File: config.mk
export PLATFORM = sky130hd
export DESIGN_NAME = axis_ad7763_rx
export DESIGN_NICKNAME = d
export VERILOG_FILES = /design/src/rtl/ad7763_pkg.sv /design/src/rtl/sync_edge_det.sv /design/src/rtl/axis_ad7763_rx.sv
export SDC_FILE = /design/constraint.sdc
export NUM_CORES = 1
export LEC_CHECK = 0
export ABC_AREA = 1
export BUFFER_PORTS_ARGS = -buffer_cell sky130_fd_sc_hd__buf_2
export CORE_UTILIZATION = 30
export CTS_CLUSTER_DIAMETER = 150
export DETAILED_ROUTE_END_ITERATION = 16
export MAX_ROUTING_LAYER = met4
export PLACE_DENSITY = 0.43
export SYNTH_ARGS = -nofsm -noshare
export SYNTH_HDL_FRONTEND = slang
export SYNTH_SLANG_ARGS = --single-unit
File: constraint.sdc
create_clock -name aclk -period 1.7 [get_ports aclk]
set_input_delay 0.085 -clock aclk [delete_from_list [all_inputs] [get_ports aclk]]
set_output_delay 0.085 -clock aclk [all_outputs]
set_load 0.1 [all_outputs]
File: src/rtl/ad7763_pkg.sv
// Shared constants and FSM state type for the AD7763 serial receive front-end.
package ad7763_pkg;

    localparam int AD7763_DATA_BITS  = 24;
    localparam int AD7763_FRAME_BITS = 32;

    typedef enum logic [1:0] {
        IDLE  = 2'd0,
        SHIFT = 2'd1,
        DONE  = 2'd2
    } rx_state_t;

endpackage

File: src/rtl/sync_edge_det.sv
// Multi-stage synchroniser for one asynchronous input, with a registered
// level output and registered rise/fall pulses that are all mutually aligned.
module sync_edge_det #(
    parameter int   STAGES  = 2,
    parameter logic RST_VAL = 1'b0
) (
    input  logic i_clk,
    input  logic i_rst_n,
    input  logic i_d,
    output logic o_level,
    output logic o_rise,
    output logic o_fall
);

    logic [STAGES-1:0] r_sync;
    logic              r_level;
    logic              r_rise;
    logic              r_fall;

    // Synchroniser chain plus one extra stage so level and edges line up.
    always_ff @(posedge i_clk or negedge i_rst_n) begin
        if (!i_rst_n) begin
            r_sync  <= {STAGES{RST_VAL}};
            r_level <= RST_VAL;
            r_rise  <= 1'b0;
            r_fall  <= 1'b0;
        end else begin
            r_sync  <= {r_sync[STAGES-2:0], i_d};
            r_level <= r_sync[STAGES-1];
            r_rise  <= r_sync[STAGES-1] & ~r_level;
            r_fall  <= ~r_sync[STAGES-1] & r_level;
        end
    end

    assign o_level = r_level;
    assign o_rise  = r_rise;
    assign o_fall  = r_fall;

endmodule

File: src/rtl/axis_ad7763_rx.sv
// AD7763 serial frame receiver presenting samples as single-beat AXI4-Stream.
// Optional macro AXIS_AD7763_RX_TUSER_EN adds m_axis_tuser with the status byte.
module axis_ad7763_rx
    import ad7763_pkg::*;
#(
    parameter int AXIS_DATA_WIDTH = AD7763_DATA_BITS,
    parameter int FRAME_BITS      = AD7763_FRAME_BITS,
    parameter int SYNC_STAGES     = 2
) (
    input  logic                       aclk,
    input  logic                       aresetn,
    input  logic                       adc_sco,
    input  logic                       adc_fso_n,
    input  logic                       adc_sdo,
    output logic [AXIS_DATA_WIDTH-1:0] m_axis_tdata,
    output logic                       m_axis_tvalid,
    input  logic                       m_axis_tready,
`ifdef AXIS_AD7763_RX_TUSER_EN
    output logic [FRAME_BITS-AXIS_DATA_WIDTH-1:0] m_axis_tuser,
`endif
    output logic                       overrun,
    input  logic                       overrun_clr,
    output logic                       frame_err
);

    localparam int STATUS_W = FRAME_BITS - AXIS_DATA_WIDTH;
    localparam int CNT_W    = $clog2(FRAME_BITS + 1);

    logic w_sco_rise;
    logic w_sco_level_unused;
    logic w_sco_fall_unused;
    logic w_fso_s;
    logic w_fso_fall;
    logic w_fso_rise_unused;
    logic w_sdo_s;
    logic w_sdo_rise_unused;
    logic w_sdo_fall_unused;

    sync_edge_det #(.STAGES(SYNC_STAGES), .RST_VAL(1'b0)) u_sync_sco (
        .i_clk(aclk), .i_rst_n(aresetn), .i_d(adc_sco),
        .o_level(w_sco_level_unused), .o_rise(w_sco_rise), .o_fall(w_sco_fall_unused)
    );

    sync_edge_det #(.STAGES(SYNC_STAGES), .RST_VAL(1'b1)) u_sync_fso (
        .i_clk(aclk), .i_rst_n(aresetn), .i_d(adc_fso_n),
        .o_level(w_fso_s), .o_rise(w_fso_rise_unused), .o_fall(w_fso_fall)
    );

    sync_edge_det #(.STAGES(SYNC_STAGES), .RST_VAL(1'b0)) u_sync_sdo (
        .i_clk(aclk), .i_rst_n(aresetn), .i_d(adc_sdo),
        .o_level(w_sdo_s), .o_rise(w_sdo_rise_unused), .o_fall(w_sdo_fall_unused)
    );

    rx_state_t                     r_state;
    logic [CNT_W-1:0]              r_cnt;
    logic [FRAME_BITS-1:0]         r_shift;
    logic                          r_frame_err;
    logic [AXIS_DATA_WIDTH-1:0]    r_tdata;
    logic                          r_tvalid;
    logic                          r_overrun;
    logic                          w_load;
    logic                          w_ovr_set;

    // Frame FSM: deserialises MSB first and flags frames cut short by fso_n.
    always_ff @(posedge aclk or negedge aresetn) begin
        if (!aresetn) begin
            r_state     <= IDLE;
            r_cnt       <= '0;
            r_shift     <= '0;
            r_frame_err <= 1'b0;
        end else begin
            r_frame_err <= 1'b0;
            case (r_state)
                IDLE: begin
                    if (w_fso_fall) begin
                        r_state <= SHIFT;
                        r_cnt   <= '0;
                    end else begin
                        r_state <= IDLE;
                    end
                end
                SHIFT: begin
                    if (w_fso_s) begin
                        r_frame_err <= 1'b1;
                        r_state     <= IDLE;
                    end else if (w_sco_rise) begin
                        r_shift <= {r_shift[FRAME_BITS-2:0], w_sdo_s};
                        r_cnt   <= r_cnt + CNT_W'(1);
                        if (r_cnt == CNT_W'(FRAME_BITS - 1)) begin
                            r_state <= DONE;
                        end else begin
                            r_state <= SHIFT;
                        end
                    end else begin
                        r_state <= SHIFT;
                    end
                end
                DONE: begin
                    r_state <= IDLE;
                end
                default: begin
                    r_state <= IDLE;
                end
            endcase
        end
    end

    // A completed frame either fills/replaces the output entry or is dropped.
    always_comb begin
        w_load    = 1'b0;
        w_ovr_set = 1'b0;
        if (r_state == DONE) begin
            if (!r_tvalid || m_axis_tready) begin
                w_load = 1'b1;
            end else begin
                w_ovr_set = 1'b1;
            end
        end else begin
            w_load    = 1'b0;
            w_ovr_set = 1'b0;
        end
    end

    // One-entry output register; tdata only changes on a load.
    always_ff @(posedge aclk or negedge aresetn) begin
        if (!aresetn) begin
            r_tdata   <= '0;
            r_tvalid  <= 1'b0;
            r_overrun <= 1'b0;
        end else begin
            if (w_load) begin
                r_tdata  <= r_shift[FRAME_BITS-1 -: AXIS_DATA_WIDTH];
                r_tvalid <= 1'b1;
            end else if (r_tvalid && m_axis_tready) begin
                r_tvalid <= 1'b0;
            end else begin
                r_tvalid <= r_tvalid;
            end
            // A new overrun event outranks a simultaneous clear.
            if (w_ovr_set) begin
                r_overrun <= 1'b1;
            end else if (overrun_clr) begin
                r_overrun <= 1'b0;
            end else begin
                r_overrun <= r_overrun;
            end
        end
    end

`ifdef AXIS_AD7763_RX_TUSER_EN
    logic [STATUS_W-1:0] r_tuser;

    // Status byte travels alongside tdata with identical load/hold rules.
    always_ff @(posedge aclk or negedge aresetn) begin
        if (!aresetn) begin
            r_tuser <= '0;
        end else if (w_load) begin
            r_tuser <= r_shift[STATUS_W-1:0];
        end else begin
            r_tuser <= r_tuser;
        end
    end

    assign m_axis_tuser = r_tuser;
`else
    logic [STATUS_W-1:0] w_status_unused;
    assign w_status_unused = r_shift[STATUS_W-1:0];
`endif

    assign m_axis_tdata  = r_tdata;
    assign m_axis_tvalid = r_tvalid;
    assign overrun       = r_overrun;
    assign frame_err     = r_frame_err;

endmodule

==> run_results.csv <==
group,metric,value,unit
logic_synthesis,synth_compound_area_frac,0.132,
layout,area_growth,18.8,%
clock_tree,postCtsSetupBuffers,0,
layout,instances_no_fill,474,
timing,fin_setup_tns,0,ns
place,io_buffers,33,
outcome,outcome,"finished clean",
timing,slew_headroom,0.627,
logic_synthesis,postSynthCellCount,293,
worst_setup_path,cp.arrival,1.56,ns
floorplan,die_h,103,microns
worst_setup_path,crit_required,1.92,ns
worst_setup_path,slowest_stage,"dfrtp_1",
layout,antenna_cells,0,
layout,fillers,1044,
power,power_density,1040,mW/mm^2
drt,dr.pass1.iters,5,
worst_setup_path,worstSetupStartpointType,"flop",
clock_tree,clock_sinks,78,
logic_synthesis,synthXorXnorAreaFrac,0,
logic_synthesis,synthAdderAreaFrac,0.00408,
logic_synthesis,synthMuxAreaShare,0,
power,peakVddDrop,0.421,mV
layout,layout_common_cells,"nand2_1 (86), dfrtp_1 (74), inv_1 (35)",
drt,routed_wl,5200,microns
global_route,grt_pass1_vias,2021,
logic_synthesis,syn_nets,301,
logic_synthesis,synth_area_per_cell,10.5,sq um
floorplan,ioPinCount,34,
worst_setup_path,max_stage_delay,0.43,ns
drt,vias_per_cell,4.14,
layout,nets,344,
worst_hold_path,hold_path_class,"input port to flop",
place,dp_hpwl,3420,microns
clock_tree,numCtsBuffers,9,
clock_tree,cts_tree,"yes",
flow_run,cap_violations,0,
global_route,overflow,0,
timing,rsz0062_at_grt,"no",
floorplan,start_util,0.312,
power,p_leak,1.73,nW
global_route,antenna_found_initial,0,
timing,finalSetupViolations,0,
drt,drtIter0Drc,76,
logic_synthesis,ys_types,21,
layout,drive_above_1_share,0.276,
logic_synthesis,synthSimpleGateAreaFrac,0.141,
drt,postRouteAntennaNets,0,
worst_setup_path,crit_chain,"nor2_4 > nand3_2 > buf_4 > nand2_1 > o21ai_2",
floorplan,die-width,103,microns
logic_synthesis,synth_area,0.00306,sq mm
worst_setup_path,critPathBufInv,1,
layout,final_common_cell,"nand2_1",
floorplan,die_area,0.0106,sq mm
global_route,grt.total_usage,0.120,
logic_synthesis,synth_top_family_by_area,"simple AND/OR/NAND/NOR gates",
timing,period_minus_slack,1.34,ns
worst_setup_path,path_class,"flop to flop",
clock_tree,clock_latency,0.35,ns
timing,tightest_slew,0.560,ns
floorplan,fp-row-count,36,
timing,finalCritPeriodShare,0.786,
clock_tree,clk_pin_slew,0.08,ns
clock_tree,root_buffer,"clkbuf_8",
place,gp_congestion,0.729,
timing,clock_skew,0.0115,ns
logic_synthesis,synth_seq_area_share,0.638,
logic_synthesis,ys_ff_latch,78,
worst_setup_path,path_max_fanout,28,
clock_tree,h-tree-depth,3,
timing,hold_viol,0,
logic_synthesis,yosys_warnings,0,
worst_setup_path,cp-end-kind,"flop",
timing,final_max_slew_viol_count,0,
drt,drc_errors,0,
global_route,grt_max_degree,43,
worst_setup_path,cp_top_family,"simple AND/OR/NAND/NOR gates",
drt,wl_per_cell,11.0,microns
clock_tree,clock_path_buffers,2,
timing,fmax,0.748,GHz
place,dp.cells,453,
floorplan,core_area,0.00982,sq mm
global_route,grt_first_pass_wirelength,9260,microns
drt,via_count,1961,
==> per-stage QoR <==
step                      power [W]  instance area [sq um]  hold WS (ns)   util  setup slack, ns
after detailed placement    0.00211                   3340         0.124  0.340            0.384
after global routing        0.00395                   3640        0.0425  0.371            0.202
after floorplan             0.00204                   3070        -0.211      -            0.206
final                       0.00378                   3640        0.0241  0.371            0.364
after CTS                   0.00384                   3640        0.0102  0.371            0.359
after global placement      0.00211                   3340         0.124  0.340            0.395
==> sequential cells by signal (all words and copies together) (netlist names) <==
name                count
r_cnt                   6
u_sync_sco.o_level      1
frame_err               1
u_sync_sco.r_sync       2
u_sync_fso.o_level      1
u_sync_sco.o_rise       1
m_axis_tdata           24
overrun                 1
u_sync_sdo.r_sync       2
r_shift                32
u_sync_sdo.o_level      1
u_sync_fso.o_fall       1
m_axis_tvalid           1
r_state                 2
u_sync_fso.r_sync       2
==> cells by family (layout without fill, tap and decap cells) <==
| kind of cell | Yosys count | after routing |
|---|---|---|
| AO/OA/AOI/OAI | 58 | 58 |
| buffers and inverters | 50 | 98 |
| adder cells (fa/ha/maj) | 1 | 1 |
| flip-flops | 78 | 78 |
| AND/OR/NAND/NOR | 106 | 106 |
==> routing by layer <==
layer,track usage,wire length [microns]
met5,-,0
met2,0.176,2240
met1,0.151,2650
met3,0.0271,192
met4,0.0693,124
==> report_power, final <==
| group | switching (W) | internal [W] | total [W] |
|---|---|---|---|
| Clock | 0.000679 | 0.00102 | 0.00170 |
| Sequential | 0.0000232 | 0.00190 | 0.00193 |
| Combinational | 0.000108 | 0.0000445 | 0.000152 |
| Total | 0.000810 | 0.00297 | 0.00378 |
==> cells in the mapped netlist <==
| master | count | area [sq um] |
|---|---|---|
| nor3_1 | 2 | 10.0 |
| o21ai_1 | 18 | 90.1 |
| dfrtp_1 | 75 | 1880 |
| ha_1 | 1 | 12.5 |
| buf_2 | 3 | 15.0 |
| nand4_1 | 2 | 12.5 |
| o21ai_0 | 8 | 40.0 |
| nand3_1 | 7 | 35.0 |
| a21oi_1 | 1 | 5.00 |
| nand3_2 | 1 | 10.0 |
| buf_6 | 9 | 101 |
| dfstp_2 | 3 | 78.8 |
| nor2_4 | 1 | 11.3 |
| o21ai_2 | 29 | 254 |
| nor2_1 | 4 | 15.0 |
| o21bai_1 | 2 | 15.0 |
| inv_2 | 3 | 11.3 |
| nor2_2 | 1 | 6.26 |
| nand2_1 | 87 | 327 |
| inv_1 | 35 | 131 |
| nor4_1 | 1 | 6.26 |
==> layout make-up <==
type	instances	area, sq um	area share
clock buffers	11	141	0.0388
clock inverters	5	106	0.0292
inverters	38	143	0.0392
multi-input cells	165	852	0.234
flip-flops and latches	78	1960	0.537
well taps	133	166	0.0457
repair buffers	44	275	0.0756
==> path summary, 6_finish.rpt <==
kind | from | to | slack, ns | cells past startpoint
setup / recovery | r_state[1]$_DFF_PN0_ | r_shift[18]$_DFFE_PN0P_ | 0.36 | 5
hold / removal | m_axis_tready | overrun$_DFFE_PN0P_ | 0.02 | 4
setup reg to reg | r_state[1]$_DFF_PN0_ | r_shift[18]$_DFFE_PN0P_ | 0.36 | 5
hold reg to reg | u_sync_sdo.r_sync[0]$_DFF_PN0_ | u_sync_sdo.r_sync[1]$_DFF_PN0_ | 0.35 | 0
max in group asynchronous | aresetn | r_shift[18]$_DFFE_PN0P_ | 0.84 | 3
min in group asynchronous | aresetn | m_axis_tdata[16]$_DFFE_PN0P_ | 0.27 | 2
==> worst min-delay path, cell delays in order <==
cell     delay (ns)
buf_2          0.08
nor2_1         0.04
nand2_1        0.05
o21ai_0        0.07
==> repair_timing <==
| action | 4_1_cts | 5_1_grt |
|---|---|---|
| hold endpoints to repair | 41 | 0 |
| gates resized for setup | 0 | 0 |
| hold buffers | 5 | 0 |
No activity file was read; power rests on OpenSTA's default activity.
